$ cat src/rtl/rr_port_arb5_pkg.sv
// Shared definitions for the five-port packet-locked round-robin arbiter.
// Holds the requester count, id width, FSM encoding and pointer arithmetic.
package rr_port_arb5_pkg;

    localparam int N_REQ             = 5;
    localparam int ID_W              = 3;
    localparam int MAX_BEATS_DEFAULT = 16;

    typedef enum logic {
        IDLE = 1'b0,
        BUSY = 1'b1
    } arbState_t;

    // Requester index after id, wrapping 4 back to 0.
    function automatic logic [ID_W-1:0] nextPtr(input logic [ID_W-1:0] id);
        return (id >= ID_W'(N_REQ - 1)) ? '0 : id + ID_W'(1);
    endfunction

endpackage

$ cat src/rtl/rr_pick5.sv
// Combinational rotating-priority picker: first set request at or after ptr.
// Shared by the idle arbitration and the same-cycle hand-off on release.
module rr_pick5
    import rr_port_arb5_pkg::*;
(
    input  logic [N_REQ-1:0] req,
    input  logic [ID_W-1:0]  ptr,
    output logic [N_REQ-1:0] winner,
    output logic [ID_W-1:0]  id,
    output logic             any
);

    always_comb begin
        logic [3:0]      sum;
        logic [ID_W-1:0] cand;
        winner = '0;
        id     = '0;
        any    = 1'b0;
        sum    = '0;
        cand   = '0;
        // Walk offsets 0..4 from ptr; the first hit wins and later hits are ignored.
        for (int k = 0; k < N_REQ; k++) begin
            sum  = {1'b0, ptr} + 4'(k);
            cand = (sum >= 4'(N_REQ)) ? ID_W'(sum - 4'(N_REQ)) : sum[ID_W-1:0];
            if (!any && req[cand]) begin
                any          = 1'b1;
                id           = cand;
                winner       = '0;
                winner[cand] = 1'b1;
            end
        end
    end

endmodule

$ cat src/rtl/rr_port_arb5.sv
// Five-requester round-robin arbiter for a shared output port; a grant is
// locked for a whole packet and handed to the next requester without a bubble.
module rr_port_arb5
    import rr_port_arb5_pkg::*;
#(
    parameter int MAX_BEATS = MAX_BEATS_DEFAULT
) (
    input  logic             clk,
    input  logic             rst_n,
    input  logic [N_REQ-1:0] req,
    input  logic [N_REQ-1:0] last,
    input  logic             out_ready,
    output logic [N_REQ-1:0] gnt,
    output logic             gnt_vld,
    output logic [ID_W-1:0]  gnt_id,
    output logic             out_valid,
    output logic             err_overlong
);

    localparam logic [7:0] LAST_BEAT = 8'(MAX_BEATS - 1);

    arbState_t        state, stateNext;
    logic [ID_W-1:0]  ptr, ptrNext;
    logic [N_REQ-1:0] gntNext;
    logic [ID_W-1:0]  gntIdNext;
    logic             gntVldNext;
    logic [7:0]       beatCnt, beatCntNext;
    logic             errNext;

    logic             fire, ownerLast, atLimit, releaseNow, forced;
    logic [N_REQ-1:0] pickReq, pickWinner;
    logic [ID_W-1:0]  pickPtr, pickId;
    logic             pickAny;

    // gnt is one-hot and only non-zero while busy, so this equals req[gnt_id] qualified by gnt_vld.
    assign out_valid  = |(gnt & req);
    assign fire       = out_valid & out_ready;
    assign ownerLast  = |(gnt & last);
    assign atLimit    = (beatCnt == LAST_BEAT);
    assign releaseNow = (state == BUSY) & fire & (ownerLast | atLimit);
    assign forced     = (state == BUSY) & fire & ~ownerLast & atLimit;

    // On release the outgoing owner is masked and priority starts just after it.
    assign pickReq = (state == BUSY) ? (req & ~gnt) : req;
    assign pickPtr = (state == BUSY) ? nextPtr(gnt_id) : ptr;

    rr_pick5 uPick (
        .req    (pickReq),
        .ptr    (pickPtr),
        .winner (pickWinner),
        .id     (pickId),
        .any    (pickAny)
    );

    always_comb begin
        stateNext   = state;
        ptrNext     = ptr;
        gntNext     = gnt;
        gntIdNext   = gnt_id;
        gntVldNext  = gnt_vld;
        beatCntNext = beatCnt;
        errNext     = 1'b0;
        case (state)
            IDLE: begin
                if (pickAny) begin
                    stateNext   = BUSY;
                    gntNext     = pickWinner;
                    gntIdNext   = pickId;
                    gntVldNext  = 1'b1;
                    beatCntNext = '0;
                end
            end
            BUSY: begin
                if (releaseNow) begin
                    ptrNext     = pickPtr;
                    errNext     = forced;
                    beatCntNext = '0;
                    if (pickAny) begin
                        gntNext    = pickWinner;
                        gntIdNext  = pickId;
                        gntVldNext = 1'b1;
                    end else begin
                        stateNext  = IDLE;
                        gntNext    = '0;
                        gntIdNext  = '0;
                        gntVldNext = 1'b0;
                    end
                end else if (fire) begin
                    beatCntNext = beatCnt + 8'd1;
                end
            end
            default: stateNext = IDLE;
        endcase
    end

    always_ff @(posedge clk or negedge rst_n) begin
        if (!rst_n) begin
            state        <= IDLE;
            ptr          <= '0;
            gnt          <= '0;
            gnt_id       <= '0;
            gnt_vld      <= 1'b0;
            beatCnt      <= '0;
            err_overlong <= 1'b0;
        end else begin
            state        <= stateNext;
            ptr          <= ptrNext;
            gnt          <= gntNext;
            gnt_id       <= gntIdNext;
            gnt_vld      <= gntVldNext;
            beatCnt      <= beatCntNext;
            err_overlong <= errNext;
        end
    end

endmodule

$ cat config.mk
export PLATFORM = sky130hd
export DESIGN_NAME = rr_port_arb5
export DESIGN_NICKNAME = d
export VERILOG_FILES = /design/src/rtl/rr_port_arb5_pkg.sv /design/src/rtl/rr_pick5.sv /design/src/rtl/rr_port_arb5.sv
export SDC_FILE = /design/constraint.sdc
export NUM_CORES = 1
export LEC_CHECK = 0
export ABC_AREA = 1
export CAP_MARGIN = 20
export CORE_ASPECT_RATIO = 0.75
export CORE_UTILIZATION = 53
export DETAILED_ROUTE_END_ITERATION = 6
export MAX_ROUTING_LAYER = met4
export PLACE_DENSITY = 0.86
export REMOVE_ABC_BUFFERS = 1
export SYNTH_ARGS = -nofsm -noshare
export SYNTH_HDL_FRONTEND = slang
export SYNTH_SLANG_ARGS = --single-unit
$ cat constraint.sdc
create_clock -name clk -period 3.6 [get_ports clk]
set_input_delay 0.72 -clock clk [delete_from_list [all_inputs] [get_ports clk]]
set_output_delay 0.72 -clock clk [all_outputs]
set_load 0.02 [all_outputs]
==> impl_metrics.env <==
export IMPL_worst_slack_ns=0.184
export IMPL_antenna_left=0
export IMPL_antenna_found_initial=0
export IMPL_final_core_util=0.665
export IMPL_synth_edf_count=0
export IMPL_fmax_mhz=293
export IMPL_syn_avg_cell_area_um2=6.58
export IMPL_maxCapViolations=0
export IMPL_dr_first_iter_drc_count=374
export IMPL_fillers=393
export IMPL_grt_pass1_wl_um=11200
export IMPL_die_w_um=83.5
export IMPL_path_clk_slew_ns=0.08
export IMPL_grt_max_degree=23
export IMPL_synth_async_reset_ratio=1.00
export IMPL_clk_latency_ns=0.27
export IMPL_critPathMaxFanout=10
export IMPL_max_slew_margin=0.741
export IMPL_placed_cell_area_um2=2940
export IMPL_top_usage_layer="met2"
export IMPL_synth_top_flop_cell="dfrtp_1"
export IMPL_synth_seq_cells=22
export IMPL_design_area_um2=3080
export IMPL_synth_compound_area_share=0.128
export IMPL_yosys_top_cells_count="nand2_1 (131), inv_1 (46), nand3_1 (43), nor2_1 (23), dfrtp_1 (22)"
export IMPL_gp_congestion=1.00
export IMPL_synth_mux_area_frac=0
export IMPL_port_buffers=23
export IMPL_skew_ns=0.00614
export IMPL_grtUsageMet1=0.389
export IMPL_grtUsageMet3=0.0328
export IMPL_layout_drive_gt1_share=0.184
export IMPL_cpMaxStageDelayCell="dfrtp_1"
export IMPL_grt_pass1_vias=2416
export IMPL_period_minus_slack_ns=3.42
export IMPL_synth_top_cell_area_share=0.209
export IMPL_cp_slowest_stage_delay_ns=0.38
export IMPL_overflow=0
export IMPL_synth_top_family_by_area="simple AND/OR/NAND/NOR gates"
export IMPL_synthAdderAreaFrac=0.0597
export IMPL_antenna_cells=0
export IMPL_worst_pin_slew_ns=0.389
export IMPL_final_instance_count_excl_fill=491
export IMPL_rows=21
export IMPL_whs_endpoint="gnt_vld"
export IMPL_reg2reg_from="gnt_id[1]"
export IMPL_dieArea_um2=5270
export IMPL_setup_viol=0
export IMPL_hold_path_startpoint="gnt_vld"
export IMPL_path_cells="inv_1 > ha_1 > nand3_1 > nand2_4 > inv_1 > ha_1 > ha_1 > nand2_1 > nand3_2 > o21ai_1 > a21oi_1 > o211ai_1 > nand3_1 > nor2_8 > nand2_2 > nand2_4 > nand2_4 > inv_4 > nand2_1 > nand2_1"
export IMPL_post_place_ws_ns=0.0185
export IMPL_worstSetupStartpointType="register"
export IMPL_hold_class="register to register"
export IMPL_ff2ff_path_depth=20
export IMPL_min_period_over_period=0.949
export IMPL_ios=24
export IMPL_hold_buffers=0
export IMPL_num_vias=2722
export IMPL_yosysUniqueCellTypes=40
export IMPL_synth_top_area_cell="dfrtp_1"
export IMPL_dp_cells=484
export IMPL_cts_inserted_buffers=3
export IMPL_synth_area_leaders="dfrtp_1 (21%), nand2_1 (19%), nand3_1 (8.2%)"
export IMPL_worstPathArrival_ns=3.62
export IMPL_seq_area_frac_synth=0.209
export IMPL_report_final_slew_viol_count=0
export IMPL_viasPerCell=5.54
export IMPL_required_ns=3.80
export IMPL_status="completed"
export IMPL_start_util=0.571
export IMPL_rrSetupSlack_ns=0.18
export IMPL_grt_use_total=0.269
export IMPL_syn_cell_area_um2=2640
export IMPL_syn2layout_area_growth_pct=16.6
export IMPL_wirelength_um=6840
export IMPL_post_route_drc_count=0
export IMPL_hpwlAfterDp_um=5420
export IMPL_wl_per_cell_um=13.9
export IMPL_fp_dieH_um=63.1
export IMPL_synth_xor_area_frac=0.0360
export IMPL_htreeDepth=1
export IMPL_crit_path_end_kind="register"
export IMPL_gr_usage_met2=0.414
export IMPL_hold_depth=2
export IMPL_crit_type="register to register"
export IMPL_reg2reg_to="gnt_id[2]"
export IMPL_core_um2=4620
export IMPL_synth_most_common_cell="nand2_1"
export IMPL_clockBufferDepth=2
export IMPL_cts_tree="done"
export IMPL_yosys_warnings=0
export IMPL_dr_pass1_iters=5
export IMPL_critical_path_startpoint="gnt_id[1]"
export IMPL_yosys_area_share_simple=0.471
export IMPL_cts_root_buf="clkbuf_8"
export IMPL_synth_cells=401
export IMPL_cts_num_sinks=22
export IMPL_fin_nets=461
export IMPL_hold_viol=0
## worst max-delay path: cells and delay by family, from the launching register on
| family | cells | cell delay, ns |
|---|---|---|
| DFF | 1 | 0.38 |
| adders and majority gates | 3 | 0.83 |
| and+or+nand+nor | 11 | 1.45 |
| buffers and inverters | 3 | 0.26 |
| AOI/OAI and AO/OA | 3 | 0.43 |
## metal layers
metal | vias to the layer above | part of all wire
met1 | 1256 | 0.49
met3 | 8 | 0.059
li1 | 1360 | -
met5 | - | 0
met2 | 98 | 0.44
met4 | 0 | 0.011
## registers in the layout (all words and copies together), names as in the netlist
| name | flops |
|---|---|
| beatCnt | 8 |
| err_overlong | 1 |
| gnt_vld | 1 |
| ptr | 3 |
| gnt_id | 3 |
| state | 1 |
| gnt | 5 |
## kinds of logic after synthesis
| kind of cell | after synthesis |
|---|---|
| AOI/OAI and AO/OA | 49 |
| xor gates and xnor gates | 7 |
| adders and majority gates | 12 |
| buffers and inverters | 57 |
| DFF | 22 |
| and+or+nand+nor | 254 |
## per-stage QoR
stage | TNS (ns) | hold WS [ns]
detailed placement | 0 | 0.472
global placement | 0 | 0.462
global route | -0.213 | 0.528
finish | 0 | 0.492
floorplan | 0 | 0.424
CTS | 0 | 0.491
## final cells by class
| type | instances | area [um^2] | share of cell area |
|---|---|---|---|
| tap | 57 | 71.3 | 0.0232 |
| inverter | 53 | 204 | 0.0663 |
| clock buffer | 3 | 41.3 | 0.0134 |
| multi-input combinational | 322 | 1880 | 0.610 |
| sequential | 22 | 551 | 0.179 |
| timing repair buffer | 34 | 333 | 0.108 |
## repair_timing
item,CTS,global route
setup endpoints to repair,0,17
setup buffers,0,3
gates resized for setup,0,9
## how the worst max path moves through the flow
stage | cells past startpoint | slack (ns) | end
3_3_place_gp | 21 | 0.20 | beatCnt[5]
6_report | 20 | 0.18 | gnt_id[2]
3_5_place_dp | 23 | 0.02 | beatCnt[5]
4_1_cts | 24 | 0.0007 | gnt_id[2]
5_1_grt | 24 | -0.04 | gnt_id[0]
2_1_floorplan | 23 | 0.13 | beatCnt[5]
## layout by cell type, fill, tap and decap left out, drive strengths merged
master           n
a221oi           1
xnor2            1
clkbuf           3
o211ai           2
o22ai            2
nor3             5
nor2            34
nand3           49
clkdlybuf4s50   23
a21oi           14
o21ai           28
nor3b            2
xor2             6
nand2          151
nand3b           2
a22o             1
dfrtp           22
or2              1
ha              11
buf             11
nor2b            1
fa               1
nand4            9
inv             53
o31ai            1
Power is not shown: default switching activity piles up to over one toggle a cycle in this logic, so the estimate is an artifact.
